`src/rtl/mem_arb_pkg.sv`:
```
// rtl/mem_arb_pkg.sv - shared types for the IF/MEM unified-memory arbiter
// Contents:
//   state_t : access sequencer states (IDLE, ISSUE, WAIT, RESP)
//   grant_t : which pipeline port owns the memory (GNT_I fetch, GNT_D data)
package mem_arb_pkg;

  typedef enum logic [1:0] {
    IDLE  = 2'd0,
    ISSUE = 2'd1,
    WAIT  = 2'd2,
    RESP  = 2'd3
  } state_t;

  typedef enum logic {
    GNT_I = 1'b0,
    GNT_D = 1'b1
  } grant_t;

endpackage

```
`src/rtl/mem_arb_pick.sv`:
```
// rtl/mem_arb_pick.sv - combinational two-way picker between fetch and data requests
// Ports:
//   i_req      in  fetch port request
//   d_req      in  data port request
//   last_grant in  port that won the previous arbitration
//   valid      out at least one port is requesting
//   grantee    out port to grant; on a tie, the port that did not win last time
module mem_arb_pick
  import mem_arb_pkg::*;
(
  input  logic   i_req,
  input  logic   d_req,
  input  grant_t last_grant,
  output logic   valid,
  output grant_t grantee
);

  always_comb begin
    valid   = i_req | d_req;
    grantee = GNT_I;
    if (i_req && d_req) begin
      grantee = (last_grant == GNT_I) ? GNT_D : GNT_I;
    end else if (d_req) begin
      grantee = GNT_D;
    end
  end

endmodule

```
`src/rtl/mem_arbiter.sv`:
```
// rtl/mem_arbiter.sv - shares one fixed-latency single-port memory between IF and MEM stages
// Parameters: AW word-address width, DW data width, LAT read latency after the strobe (>= 1)
// Ports:
//   clk, rst_n                       clock, asynchronous active-low reset
//   i_req, i_addr                    fetch request (level, held until i_ready)
//   i_rdata, i_ready                 fetched word, one-cycle completion pulse
//   d_req, d_we, d_addr, d_wdata     data request (level, held until d_ready)
//   d_rdata, d_ready                 load word, one-cycle completion pulse
//   stall_if, stall_mem              pipeline freeze while a port's request is pending
//   m_en, m_we, m_addr, m_wdata      memory strobe and command, one strobe per access
//   m_rdata                          memory read data, valid LAT cycles after m_en
module mem_arbiter
  import mem_arb_pkg::*;
#(
  parameter int AW  = 7,
  parameter int DW  = 32,
  parameter int LAT = 2
) (
  input  logic          clk,
  input  logic          rst_n,
  input  logic          i_req,
  input  logic [AW-1:0] i_addr,
  output logic [DW-1:0] i_rdata,
  output logic          i_ready,
  input  logic          d_req,
  input  logic          d_we,
  input  logic [AW-1:0] d_addr,
  input  logic [DW-1:0] d_wdata,
  output logic [DW-1:0] d_rdata,
  output logic          d_ready,
  output logic          stall_if,
  output logic          stall_mem,
  output logic          m_en,
  output logic          m_we,
  output logic [AW-1:0] m_addr,
  output logic [DW-1:0] m_wdata,
  input  logic [DW-1:0] m_rdata
);

  localparam int CW = $clog2(LAT + 1);

  if (LAT < 1) begin : g_lat_check
    $error("mem_arbiter: LAT must be at least 1");
  end

  state_t        state_q;
  state_t        state_d;
  grant_t        last_grant_q;
  grant_t        owner_q;
  logic [CW-1:0] cnt_q;
  logic          pick_valid;
  grant_t        pick_grantee;

  mem_arb_pick u_pick (
    .i_req      (i_req),
    .d_req      (d_req),
    .last_grant (last_grant_q),
    .valid      (pick_valid),
    .grantee    (pick_grantee)
  );

  // RESP never consults the picker: the requester is still holding the request
  // it is being answered for, so re-arbitration waits for IDLE.
  always_comb begin
    state_d = state_q;
    case (state_q)
      IDLE:    if (pick_valid) state_d = ISSUE;
      ISSUE:   state_d = WAIT;
      WAIT:    if (cnt_q == CW'(1)) state_d = RESP;
      RESP:    state_d = IDLE;
      default: state_d = IDLE;
    endcase
  end

  always_ff @(posedge clk or negedge rst_n) begin
    if (!rst_n) begin
      state_q      <= IDLE;
      last_grant_q <= GNT_I;
      owner_q      <= GNT_I;
      cnt_q        <= '0;
      m_we         <= 1'b0;
      m_addr       <= '0;
      m_wdata      <= '0;
      i_rdata      <= '0;
      d_rdata      <= '0;
    end else begin
      state_q <= state_d;
      case (state_q)
        IDLE: begin
          if (pick_valid) begin
            last_grant_q <= pick_grantee;
            owner_q      <= pick_grantee;
            if (pick_grantee == GNT_D) begin
              m_addr  <= d_addr;
              m_we    <= d_we;
              m_wdata <= d_wdata;
            end else begin
              m_addr <= i_addr;
              m_we   <= 1'b0;
            end
          end
        end
        ISSUE: cnt_q <= CW'(LAT);
        WAIT: begin
          cnt_q <= cnt_q - CW'(1);
          // Count 1 marks the cycle in which m_rdata carries the strobed word.
          if (cnt_q == CW'(1) && !m_we) begin
            if (owner_q == GNT_D) d_rdata <= m_rdata;
            else                  i_rdata <= m_rdata;
          end
        end
        default: ;
      endcase
    end
  end

  // Decoded from registered state, so they clear together with the async reset.
  assign m_en    = (state_q == ISSUE);
  assign i_ready = (state_q == RESP) && (owner_q == GNT_I);
  assign d_ready = (state_q == RESP) && (owner_q == GNT_D);

  assign stall_if  = i_req & ~i_ready;
  assign stall_mem = d_req & ~d_ready;

endmodule

```
`config.mk`:
```
export PLATFORM = sky130hd
export DESIGN_NAME = mem_arbiter
export DESIGN_NICKNAME = d
export VERILOG_FILES = /design/src/rtl/mem_arb_pkg.sv /design/src/rtl/mem_arb_pick.sv /design/src/rtl/mem_arbiter.sv
export SDC_FILE = /design/constraint.sdc
export NUM_CORES = 1
export LEC_CHECK = 0
export CAP_MARGIN = 0
export CORE_AREA = 2 2 102 104
export CTS_BUF_LIST = sky130_fd_sc_hd__clkbuf_4
export CTS_CLUSTER_SIZE = 20
export DETAILED_ROUTE_END_ITERATION = 6
export DIE_AREA = 0 0 104 106
export GPL_ROUTABILITY_DRIVEN = 0
export PLACE_DENSITY = 0.93
export SKIP_LAST_GASP = 1
export SLEW_MARGIN = 20
export SYNTH_ARGS = -nofsm -noshare
export SYNTH_HDL_FRONTEND = slang
export SYNTH_SLANG_ARGS = --single-unit
```
`constraint.sdc`:
```
create_clock -name clk -period 2.6 [get_ports clk]
set_clock_uncertainty 0.1 [all_clocks]
set_input_delay 0.78 -clock clk [delete_from_list [all_inputs] [get_ports clk]]
set_output_delay 0.78 -clock clk [all_outputs]
set_load 0.03 [all_outputs]
```
==> impl_metrics.csv <==
group,metric,value,unit
synth,synthDistinctLibCells,22,
power_and_ir_drop,p_per_area,1300,nW/um^2
detailed_routing,dr.first_iter.drc_count,59,
final_layout,nets,562,
worst_setup_path,slowest_delay,0.46,ns
power_and_ir_drop,share_seq_of_total_power,33.8,%
timing,setup_viol,0,
global_routing,grt_use_total,19.5,%
power_and_ir_drop,ir_drop,705,uV
worst_setup_path,crit_fanout,5,
die,design.die.area,11000,sq um
worst_setup_path,endpoint_kind,"output pin",
timing,post-route-worst-setup-slack,0.106,ns
synth,synth_ff_type,"dfrtp_1",
clock_tree,clk_lat_worst_skew,0.45,ns
placement,numPortBuffers,191,
synth,biggest_area_contributors_in_the_synthesized_netlist,"dfrtp_1, mux2_2, mux2_4",
die,fp.dieW,104,microns
clock_tree,clockBufferDepth,2,
placement,dp_hpwl,7.74,mm
placement,pre_cts_slack,0.118,ns
timing,max_slew.worst_pin.slew,0.486,ns
synth,yosysTopAreaCell,"dfrtp_1",
final_layout,area_delta_synth_final,51.4,%
timing,final_critical_period,2.49,ns
placement,placedInstanceArea,6470,sq um
final_layout,post_route_cells_drive_above_1_share,26.6,%
global_routing,pin_count_of_the_biggest_net_entering_global_routing,54,
clock_tree,tritoncts_clock_tree,"yes",
power_and_ir_drop,clkPwrFrac,11.9,%
worst_setup_path,timing.critical_path.slowest_stage_cell,"dfrtp_1",
timing,final.period_utilization,95.9,%
synth,synth_top_cells_by_count,"dfrtp_1, mux2_2, mux2_4, a21oi_1, nor2_1",
global_routing,grt_antenna_before_repair,0,
worst_setup_path,critPathTopFamily,"flip-flops",
worst_setup_path,critPathArrivalTime,1.61,ns
final_layout,num-fill-cells,749,
clock_tree,cts.root.buffer_cell,"clkbuf_4",
worst_setup_path,cp-start-kind,"flop",
detailed_routing,totalWireLength,10.1,mm
synth,yosysWarnings,0,
timing,relSlewSlack,67.6,%
die,floorplan.rows,37,
worst_hold_path,min_path_type,"input port to async pin",
timing,maxSlewViolCount,0,
worst_setup_path,setup.worst_path.class,"flop to output pin",
die,design.portCount,192,
power_and_ir_drop,net_switching_power_figure,3.45,mW
run_status,outcome,"finished, final reports clean",
detailed_routing,drc_viols,0,
timing,upper_clock_frequency_limit,401,MHz
detailed_routing,drt-pass1-iter-count,4,
power_and_ir_drop,totalPowerFinal,8.68,mW
synth,ys_seq_elements,109,
global_routing,grt_pass1_vias,3253,
timing,grt_setup_unrepaired,"false",
clock_tree,worst_setup_hold_path_clk_slew,0.16,ns
final_layout,fin_area,6650,sq um
detailed_routing,number_of_nets_with_antenna_violations_after_routing,0,
synth,synth_most_common_cell,"dfrtp_1",
synth,syn-mean-instance-area,16.2,sq um
synth,synth_cells,272,
flow_run,cap_violations,0,
synth,synth_fp_nets,361,
synth,synth-async-reset-ratio,100,%
detailed_routing,wire_per_inst,16.5,microns
clock_tree,cts_made_buffers,9,
die,start_util,44.0,%
power_and_ir_drop,leakage,2.99,nW
final_layout,num_antenna_cells,0,
synth,synth_sequential_area_ratio,62.1,%
global_routing,grt_overflow_total,0,
detailed_routing,via_count,2940,
timing,timing_hold_violations_final,0,
synth,synthDominantCellAreaShare,62.1,%
die,core-area,10000,sq um
power_and_ir_drop,sw_frac_of_total,39.8,%
global_routing,global_route_wire_length_before_repair,16.7,mm
worst_setup_path,worst-endpoint-required,1.72,ns
worst_setup_path,path_buf_inv,1,
detailed_routing,route.detailed.vias_per_inst,4.79,
clock_tree,hold_buffers,0,
power_and_ir_drop,comb_power_share,54.3,%
die,die_boundary_height,106,microns
synth,syn-cell-area,4400,sq um
worst_setup_path,worstPathCellList,"ha_1, and2_1, clkdlybuf4s15_1",
clock_tree,numClockSinks,109,
power_and_ir_drop,p_int,5.23,mW
clock_tree,ctsHtreeMaxLevel,3,
synth,edff_count_synth,0,
## layer usage
layer | vias up | routed length [microns] | GRT usage (%)
li1 | 1349 | - | -
met5 | - | 0 | 0
met4 | 0 | 243 | 8.59
met3 | 19 | 837 | 5.52
met2 | 146 | 4990 | 33.8
met1 | 1426 | 4080 | 22.5
## worst register-to-register path, cell delays in order (launching register included)
cell and delay [ns]:
dfrtp_1 0.44, inv_1 0.12, ha_1 0.23, and4_1 0.24, buf_4 0.31, mux2_2 0.39
## metrics by stage
| stage | hold slack [ns] | instances | setup TNS (ns) | util, % |
|---|---|---|---|---|
| final | 0.117 | 614 | 0 | 66.5 |
| after global routing | 0.106 | 614 | 0 | 66.5 |
| after CTS | 0.105 | 614 | -0.0204 | 66.6 |
| after detailed placement | 0.384 | 598 | 0 | 64.7 |
| after global placement | 0.369 | 598 | 0 | 64.7 |
| after floorplan | 0.384 | 272 | 0 | - |
## power by group through the flow
stage / Combinational (mW) / Clock, mW / Sequential, mW
final: 4.71 / 1.04 / 2.93
after global routing: 4.95 / 1.13 / 3.03
after CTS: 4.76 / 1.07 / 2.94
after detailed placement: 4.77 / 0 / 2.96
after global placement: 4.65 / 0 / 2.93
after floorplan: 1.28 / 0 / 4.39
## registers in the layout, summed over array words and instances, names as in the netlist
name and count:
i_rdata 32, state_q 2, m_addr 7, m_wdata 32, d_rdata 32, cnt_q 2, owner_q 1, m_we 1
## layout make-up
cell class	count	area, sq um	area share, %
Inverter	7	26.3	0.395
Sequential cell	109	2730	41.0
Tap cell	136	170	2.56
Multi-Input combinational cell	144	1540	23.1
Clock buffer	10	75.1	1.13
Clock inverter	6	111	1.67
Timing Repair Buffer	202	2010	30.1
## logic make-up after synthesis
logic type	after synthesis	synth area share [%]
AOI/OAI and AO/OA	16	2.13
adders and majority gates	6	1.71
buffers and inverters	19	2.96
DFF	109	62.1
muxes	104	28.9
and+or+nand+nor	18	2.22
## cells in the final DEF (no fill, tap or decap), types with 7 or more instances in the layout
master	n
a21oi_1	8
buf_4	12
clkbuf_4	10
clkdlybuf4s50_1	185
dfrtp_1	109
inv_1	7
mux2_2	66
mux2_4	29
mux2i_1	7
nor2_1	8
## path summary, 6_finish.rpt
| kind | from | endpoint | slack (ns) | depth (start not counted) |
|---|---|---|---|---|
| worst max register to register | state_q[0]$_DFFE_PN0P_ | i_rdata[11]$_DFFE_PN0P_ | 0.67 | 5 |
| max in group asynchronous | rst_n | m_wdata[27]$_DFFE_PN0P_ | 1.65 | 2 |
| worst min register to register | i_rdata[6]$_DFFE_PN0P_ | i_rdata[6]$_DFFE_PN0P_ | 0.41 | 1 |
| min in group clk | i_rdata[6]$_DFFE_PN0P_ | i_rdata[6]$_DFFE_PN0P_ | 0.41 | 1 |
| worst max-delay path | state_q[1]$_DFFE_PN0P_ | d_ready | 0.11 | 3 |
| worst min-delay path | rst_n | i_rdata[13]$_DFFE_PN0P_ | 0.12 | 1 |
## what timing repair did
action | CTS | global route
setup buffers | 0 | 0
cloned | 0 | 0
resized for setup | 3 | 3
setup endpoints to repair | 3 | 2
Note: power is estimated with default switching activity, not from simulation.
